`config.mk`:
```
export PLATFORM = sky130hd
export DESIGN_NAME = uart_tx_framer
export DESIGN_NICKNAME = d
export VERILOG_FILES = /design/src/rtl/uart_pkg.sv /design/src/rtl/byte_fifo.sv /design/src/rtl/uart_tx_framer.sv
export SDC_FILE = /design/constraint.sdc
export NUM_CORES = 1
export LEC_CHECK = 0
export CAP_MARGIN = 20
export CORE_MARGIN = 3
export CORE_UTILIZATION = 58
export CTS_CLUSTER_SIZE = 24
export DETAILED_ROUTE_END_ITERATION = 10
export HOLD_SLACK_MARGIN = 0.02
export PLACE_DENSITY = 0.77
export SYNTH_ARGS = -nofsm -noshare
export SYNTH_HDL_FRONTEND = slang
export SYNTH_SLANG_ARGS = --single-unit
```
`constraint.sdc`:
```
create_clock -name clk -period 3.8 [get_ports clk]
set_input_delay 0.76 -clock clk [delete_from_list [all_inputs] [get_ports clk]]
set_output_delay 0.76 -clock clk [all_outputs]
set_load 0.03 [all_outputs]
```
`src/rtl/uart_pkg.sv`:
```
// Shared types and helpers for the UART transmit framer.
package uart_pkg;

  typedef enum logic [1:0] {
    IDLE  = 2'd0,
    START = 2'd1,
    DATA  = 2'd2,
    STOP  = 2'd3
  } tx_state_t;

  localparam logic [7:0] ASCII_CR = 8'h0D;
  localparam logic [7:0] ASCII_LF = 8'h0A;

  // Clocks per bit, rounded to nearest.
  function automatic int baud_div(input int clk_hz, input int baud);
    return (clk_hz + baud / 2) / baud;
  endfunction

endpackage

```
`src/rtl/byte_fifo.sv`:
```
// Synchronous byte FIFO with occupancy count; a pop in the same cycle frees room for a push.
module byte_fifo #(
  parameter int DEPTH = 16
) (
  input  logic                     clk,
  input  logic                     rst,
  input  logic                     i_push,
  input  logic [7:0]               i_din,
  input  logic                     i_pop,
  output logic [7:0]               o_dout,
  output logic [$clog2(DEPTH):0]   o_count,
  output logic                     o_empty,
  output logic                     o_drop
);

  localparam int AW = $clog2(DEPTH);
  localparam logic [AW:0] FULL_CNT = DEPTH[AW:0];

  logic [7:0]    r_mem [DEPTH];
  logic [AW-1:0] r_wr_ptr;
  logic [AW-1:0] r_rd_ptr;
  logic [AW:0]   r_count;
  logic          w_full;
  logic          w_do_push;
  logic          w_do_pop;

  assign o_empty   = (r_count == '0);
  assign w_full    = (r_count == FULL_CNT);
  assign w_do_pop  = i_pop && !o_empty;
  assign w_do_push = i_push && (!w_full || w_do_pop);
  assign o_drop    = i_push && !w_do_push;
  assign o_dout    = r_mem[r_rd_ptr];
  assign o_count   = r_count;

  always_ff @(posedge clk) begin
    if (w_do_push) r_mem[r_wr_ptr] <= i_din;
  end

  always_ff @(posedge clk or posedge rst) begin
    if (rst) begin
      r_wr_ptr <= '0;
      r_rd_ptr <= '0;
      r_count  <= '0;
    end else begin
      if (w_do_push) r_wr_ptr <= r_wr_ptr + 1'b1;
      if (w_do_pop)  r_rd_ptr <= r_rd_ptr + 1'b1;
      case ({w_do_push, w_do_pop})
        2'b10:   r_count <= r_count + 1'b1;
        2'b01:   r_count <= r_count - 1'b1;
        default: r_count <= r_count;
      endcase
    end
  end

endmodule

```
`src/rtl/uart_tx_framer.sv`:
```
// Buffers crossbar bytes, appends CR/LF after each burst and shifts them out 8N1.
// Handshake: a byte is taken on every cycle tx_byte_valid=1; upstream starts a burst only while uart_ready=1.
module uart_tx_framer import uart_pkg::*; #(
  parameter int CLK_HZ     = 100_000_000,
  parameter int BAUD       = 115200,
  parameter int FIFO_DEPTH = 16,
  parameter int BURST_MAX  = 8,
  parameter bit APPEND_CRLF = 1'b1
) (
  input  logic       clk,
  input  logic       rst,
  input  logic [7:0] tx_byte,
  input  logic       tx_byte_valid,
  output logic       uart_ready,
  output logic       tx_serial,
  output logic       tx_busy,
  output logic       overflow,
  output tx_state_t  dbg_state
);

  localparam int DIV  = baud_div(CLK_HZ, BAUD);
  localparam int CW   = $clog2(DIV);
  localparam int CNTW = $clog2(FIFO_DEPTH) + 1;
  localparam logic [CW-1:0]   BAUD_LAST     = CW'(DIV - 1);
  localparam logic [CNTW-1:0] READY_MAX_CNT = CNTW'(FIFO_DEPTH - BURST_MAX - 2);

  tx_state_t       r_state;
  tx_state_t       w_next_state;
  logic [CW-1:0]   r_baud;
  logic [2:0]      r_bit_idx;
  logic [7:0]      r_shift;
  logic            r_prev_valid;
  logic [1:0]      r_pending;
  logic            r_uart_ready;
  logic            r_overflow;

  logic            w_falling;
  logic [1:0]      w_pend_eff;
  logic            w_term_push;
  logic            w_push;
  logic [7:0]      w_din;
  logic            w_pop;
  logic [7:0]      w_dout;
  logic [CNTW-1:0] w_count;
  logic            w_empty;
  logic            w_drop;
  logic            w_wrap;

  // A falling edge restarts the terminator at CR, even over a still-pending LF.
  assign w_falling   = APPEND_CRLF && r_prev_valid && !tx_byte_valid;
  assign w_pend_eff  = w_falling ? 2'd2 : r_pending;
  assign w_term_push = !tx_byte_valid && (w_pend_eff != 2'd0);
  assign w_push      = tx_byte_valid || w_term_push;
  assign w_din       = tx_byte_valid ? tx_byte : ((w_pend_eff == 2'd2) ? ASCII_CR : ASCII_LF);
  assign w_wrap      = (r_baud == BAUD_LAST);

  byte_fifo #(.DEPTH(FIFO_DEPTH)) u_fifo (
    .clk     (clk),
    .rst     (rst),
    .i_push  (w_push),
    .i_din   (w_din),
    .i_pop   (w_pop),
    .o_dout  (w_dout),
    .o_count (w_count),
    .o_empty (w_empty),
    .o_drop  (w_drop)
  );

  always_ff @(posedge clk or posedge rst) begin
    if (rst) begin
      r_prev_valid <= 1'b0;
      r_pending    <= 2'd0;
      r_uart_ready <= 1'b0;
      r_overflow   <= 1'b0;
    end else begin
      r_prev_valid <= tx_byte_valid;
      r_pending    <= w_term_push ? (w_pend_eff - 2'd1) : w_pend_eff;
      r_uart_ready <= (w_count <= READY_MAX_CNT) && (r_pending == 2'd0);
      r_overflow   <= r_overflow | w_drop;
    end
  end

  always_ff @(posedge clk or posedge rst) begin
    if (rst) r_state <= IDLE;
    else     r_state <= w_next_state;
  end

  always_comb begin
    w_next_state = r_state;
    case (r_state)
      IDLE:  if (!w_empty) w_next_state = START;
      START: if (w_wrap) w_next_state = DATA;
      DATA:  if (w_wrap && (r_bit_idx == 3'd7)) w_next_state = STOP;
      STOP:  if (w_wrap) w_next_state = w_empty ? IDLE : START;
      default: w_next_state = IDLE;
    endcase
  end

  always_comb begin
    tx_serial = 1'b1;
    w_pop     = 1'b0;
    case (r_state)
      IDLE:  w_pop = !w_empty;
      START: tx_serial = 1'b0;
      DATA:  tx_serial = r_shift[0];
      STOP:  w_pop = w_wrap && !w_empty;
      default: tx_serial = 1'b1;
    endcase
    tx_busy = (r_state != IDLE) || !w_empty;
  end

  always_ff @(posedge clk or posedge rst) begin
    if (rst) begin
      r_baud    <= '0;
      r_bit_idx <= 3'd0;
      r_shift   <= 8'h00;
    end else begin
      if (r_state == IDLE || w_wrap) r_baud <= '0;
      else                           r_baud <= r_baud + 1'b1;
      if (r_state != DATA) r_bit_idx <= 3'd0;
      else if (w_wrap)     r_bit_idx <= r_bit_idx + 3'd1;
      if (w_pop)                          r_shift <= w_dout;
      else if (r_state == DATA && w_wrap) r_shift <= {1'b0, r_shift[7:1]};
    end
  end

  assign uart_ready = r_uart_ready;
  assign overflow   = r_overflow;
  assign dbg_state  = r_state;

endmodule

```
==> flow_summary_export.csv <==
group,metric,value,unit
finish,nets,519,
sta,rsz0062_at_grt,"false",
synth,synth_nets,481,
critical_path,slowest_delay,490,ps
grt,grt_start_max_net_pins,31,
finish,syn_to_final_growth,13.9,%
power_and_ir_drop,leakage,3.18,nW
route,routedWlPerCell,21.5,um
route,drt_iter0_markers,305,
die,core,12300,um^2
finish,final_layout_size_suffix_gt1_share,20.5,%
sta,tightest_slew,927,ps
hold_path,min_path_type,"flip-flop to flip-flop",
sta,fin_worst_skew,13.2,ps
clocking,clock_latency,430,ps
grt,grt_pass1_wl,23.3,mm
clocking,cts_resized,0,
clocking,cts_inserted_buffers,17,
outcome,status,"finished clean",
sta,hold_viol_final,0,
clocking,cts_buffer_depth,2,
route,via_count,4021,
synth,seq_area_frac_synth,65.3,%
synth,ys_warn_count,0,
sta,max_slew_margin,38.2,%
job,cap_violations,0,
clocking,post_cts_buffers,0,
grt,overflow,0,
route,antenna_left,0,
sta,fin_tns_setup,0,ps
power_and_ir_drop,cellPowerDensity,787,nW/um^2
clocking,clockRootBuffer,"clkbuf_16",
critical_path,worstPathRequired,4110,ps
sta,setup_viol,0,
synth,syn-cell-area,7450,um^2
die,rows,40,
place,gp_congestion,0.857,
synth,avgSynthCellArea,16.5,um^2
route,first_pass_iters,5,
grt,antenna_found_initial,0,
clocking,cts_tree,"yes",
die,start_util,60.8,%
clocking,cts-htree-levels,4,
die,io_pins,17,
critical_path,start_kind,"input pin",
sta,period_share,87.1,%
synth,synth_ff_type,"edfxtp_1",
power_and_ir_drop,total_power,6.68,mW
critical_path,crit_fanout,5,
sta,timing.fmax,0.302,GHz
clocking,clk_pin_slew,70,ps
grt,grt_util_all_layers,22.1,%
die,fp.dieArea,14200,um^2
finish,antenna_cells,0,
critical_path,worst_path_max_delay_cell,"clkdlybuf4s50_1",
place,numPortBuffers,16,
synth,synthCells,451,
route,via_per_inst,6.00,
sta,fin_crit,3310,ps
clocking,cts_sinks,169,
power_and_ir_drop,ir_drop,0.000548,V
die,die-width,119,um
route,wl,14.4,mm
critical_path,crit_arrival,3620,ps
place,hpwl,9.60,mm
synth,synth_edf_count,128,
route,drc,0,
die,die_y,119,um
synth,async_flop_share,24.3,%
critical_path,end_kind,"flip-flop",
sta,drv_slew,0,
synth,ys_ff_latch,169,
clocking,ctsHoldBuffers,0,
synth,synth.distinct_cells,59,
critical_path,crit_chain,"clkdlybuf4s50_1, inv_1, a21oi_1, ha_1, nor2b_1, nand2_1, inv_1, ha_1, nor2b_1, o21ai_0, and3_1, mux2i_1, a211o_1",
critical_path,critPathKind,"input pin to flip-flop",
grt,grt_pass1_vias,4080,
registers in the layout, summed over array words and instances (netlist names):
name,cells
r_shift,8
u_fifo.r_mem,128
r_pending,2
r_bit_idx,3
overflow,1
u_fifo.r_rd_ptr,4
u_fifo.r_wr_ptr,4
r_baud,10
uart_ready,1
dbg_state,2
r_prev_valid,1
u_fifo.o_count,5
cell usage after synthesis, drive strengths merged, types with 3 or more instances:
| cell | instances | share of area (%) |
|---|---|---|
| inv | 15 | 0.76 |
| mux4 | 32 | 10 |
| nand3 | 9 | 0.60 |
| mux2i | 21 | 2.8 |
| o211ai | 6 | 0.67 |
| xor2 | 9 | 1.1 |
| a31oi | 4 | 0.34 |
| nor2 | 23 | 1.3 |
| nand2b | 3 | 0.25 |
| a21oi | 4 | 0.42 |
| edfxtp | 128 | 52 |
| o21ai | 8 | 0.54 |
| buf | 14 | 1.3 |
| nand4 | 6 | 0.79 |
| dfrtp | 41 | 14 |
| mux2 | 10 | 1.5 |
| xnor2 | 12 | 1.4 |
| and2 | 12 | 1.0 |
| nor3 | 4 | 0.27 |
| nor2b | 8 | 0.67 |
| nand2 | 23 | 1.2 |
| and3 | 3 | 0.25 |
| clkbuf | 5 | 0.27 |
| ha | 18 | 3.0 |
| nor4b | 4 | 0.64 |
layout make-up:
type	instances	area, um^2
clock inverters	15	166
multi-input cells	248	2430
clock buffers	17	425
fillers	777	3770
repair buffers	38	333
inverters	15	56.3
flip-flops and latches	169	4870
well taps	168	210
power breakdown:
| group | switching (mW) | internal (mW) |
|---|---|---|
| Clock | 0.744 | 0.984 |
| Combinational | 1.08 | 1.02 |
| Sequential | 0.396 | 2.46 |
| Total | 2.22 | 4.46 |
kinds of logic (layout without fill, tap and decap cells):
family                   after synthesis  count (layout)  share of synthesized area [%]
AO/OA/AOI/OAI                         41              41                           4.08
AND/OR/NAND/NOR                      104             104                           8.14
buffers and inverters                 34              85                           2.30
flip-flops                           169             169                           65.3
XOR/XNOR                              21              21                           2.47
multiplexers                          63              63                           14.4
adder cells (fa/ha/maj)               19              19                           3.29
metal layers:
metal  global-route usage [%]  vias to the layer above  share of wire (%)
met5                        0                        -                  0
met4                     9.09                        0                2.4
met3                     6.65                       24                6.7
met2                     33.0                      135                 47
met1                     30.7                     2045                 44
li1                         -                     1817                  -
worst paths after layout:
path,from,end,slack (ps),cells after the start
worst min-delay path,r_baud[0],r_baud[0],480,1
worst max register to register,dbg_state[0],u_fifo.o_count[4],560,13
min in group asynchronous,rst,r_baud[2],810,2
worst min register to register,r_baud[0],r_baud[0],480,1
max in group asynchronous,rst,u_fifo.o_count[4],2210,3
worst max-delay path,tx_byte_valid,u_fifo.o_count[4],490,13
metrics by stage:
| step | hold slack, ps | worst slack (ps) | utilization [%] | cell area, um^2 | std cells |
|---|---|---|---|---|---|
| global placement | 465 | 233 | 64.3 | 7880 | 637 |
| floorplan | 455 | 396 | - | 7450 | 451 |
| global route | 507 | 288 | 69.2 | 8490 | 670 |
| finish | 483 | 492 | 69.2 | 8490 | 670 |
| CTS | 485 | 548 | 69.1 | 8470 | 669 |
| detailed placement | 476 | 125 | 64.3 | 7880 | 637 |
cells in the final DEF (no fill, tap or decap), drive strengths merged, types with 3 or more instances in the layout:
master         synthesis  layout
nor3                   4       4
edfxtp               128     128
and2                  12      12
mux2i                 21      21
a21oi                  4       4
buf                   14      22
nand4                  6       6
nor4b                  4       4
clkbuf                 5      17
clkdlybuf4s50          0      16
a31oi                  4       4
nand2                 23      23
ha                    18      18
nor2                  23      23
o21ai                  8       8
nor2b                  8       8
xor2                   9       9
nand3                  9       9
mux4                  32      32
and3                   3       3
xnor2                 12      12
dfrtp                 41      41
inv                   15      21
mux2                  10      10
clkinv                 0       7
o211ai                 6       6
nand2b                 3       3
critical path, delay by kind of cell:
family | cells | cell delay [ps]
buffers and inverters | 3 | 680
AOI/OAI and AO/OA | 3 | 930
and+or+nand+nor | 4 | 660
adders and majority gates | 2 | 510
muxes | 1 | 90
Power figures use the tool's default switching activity.
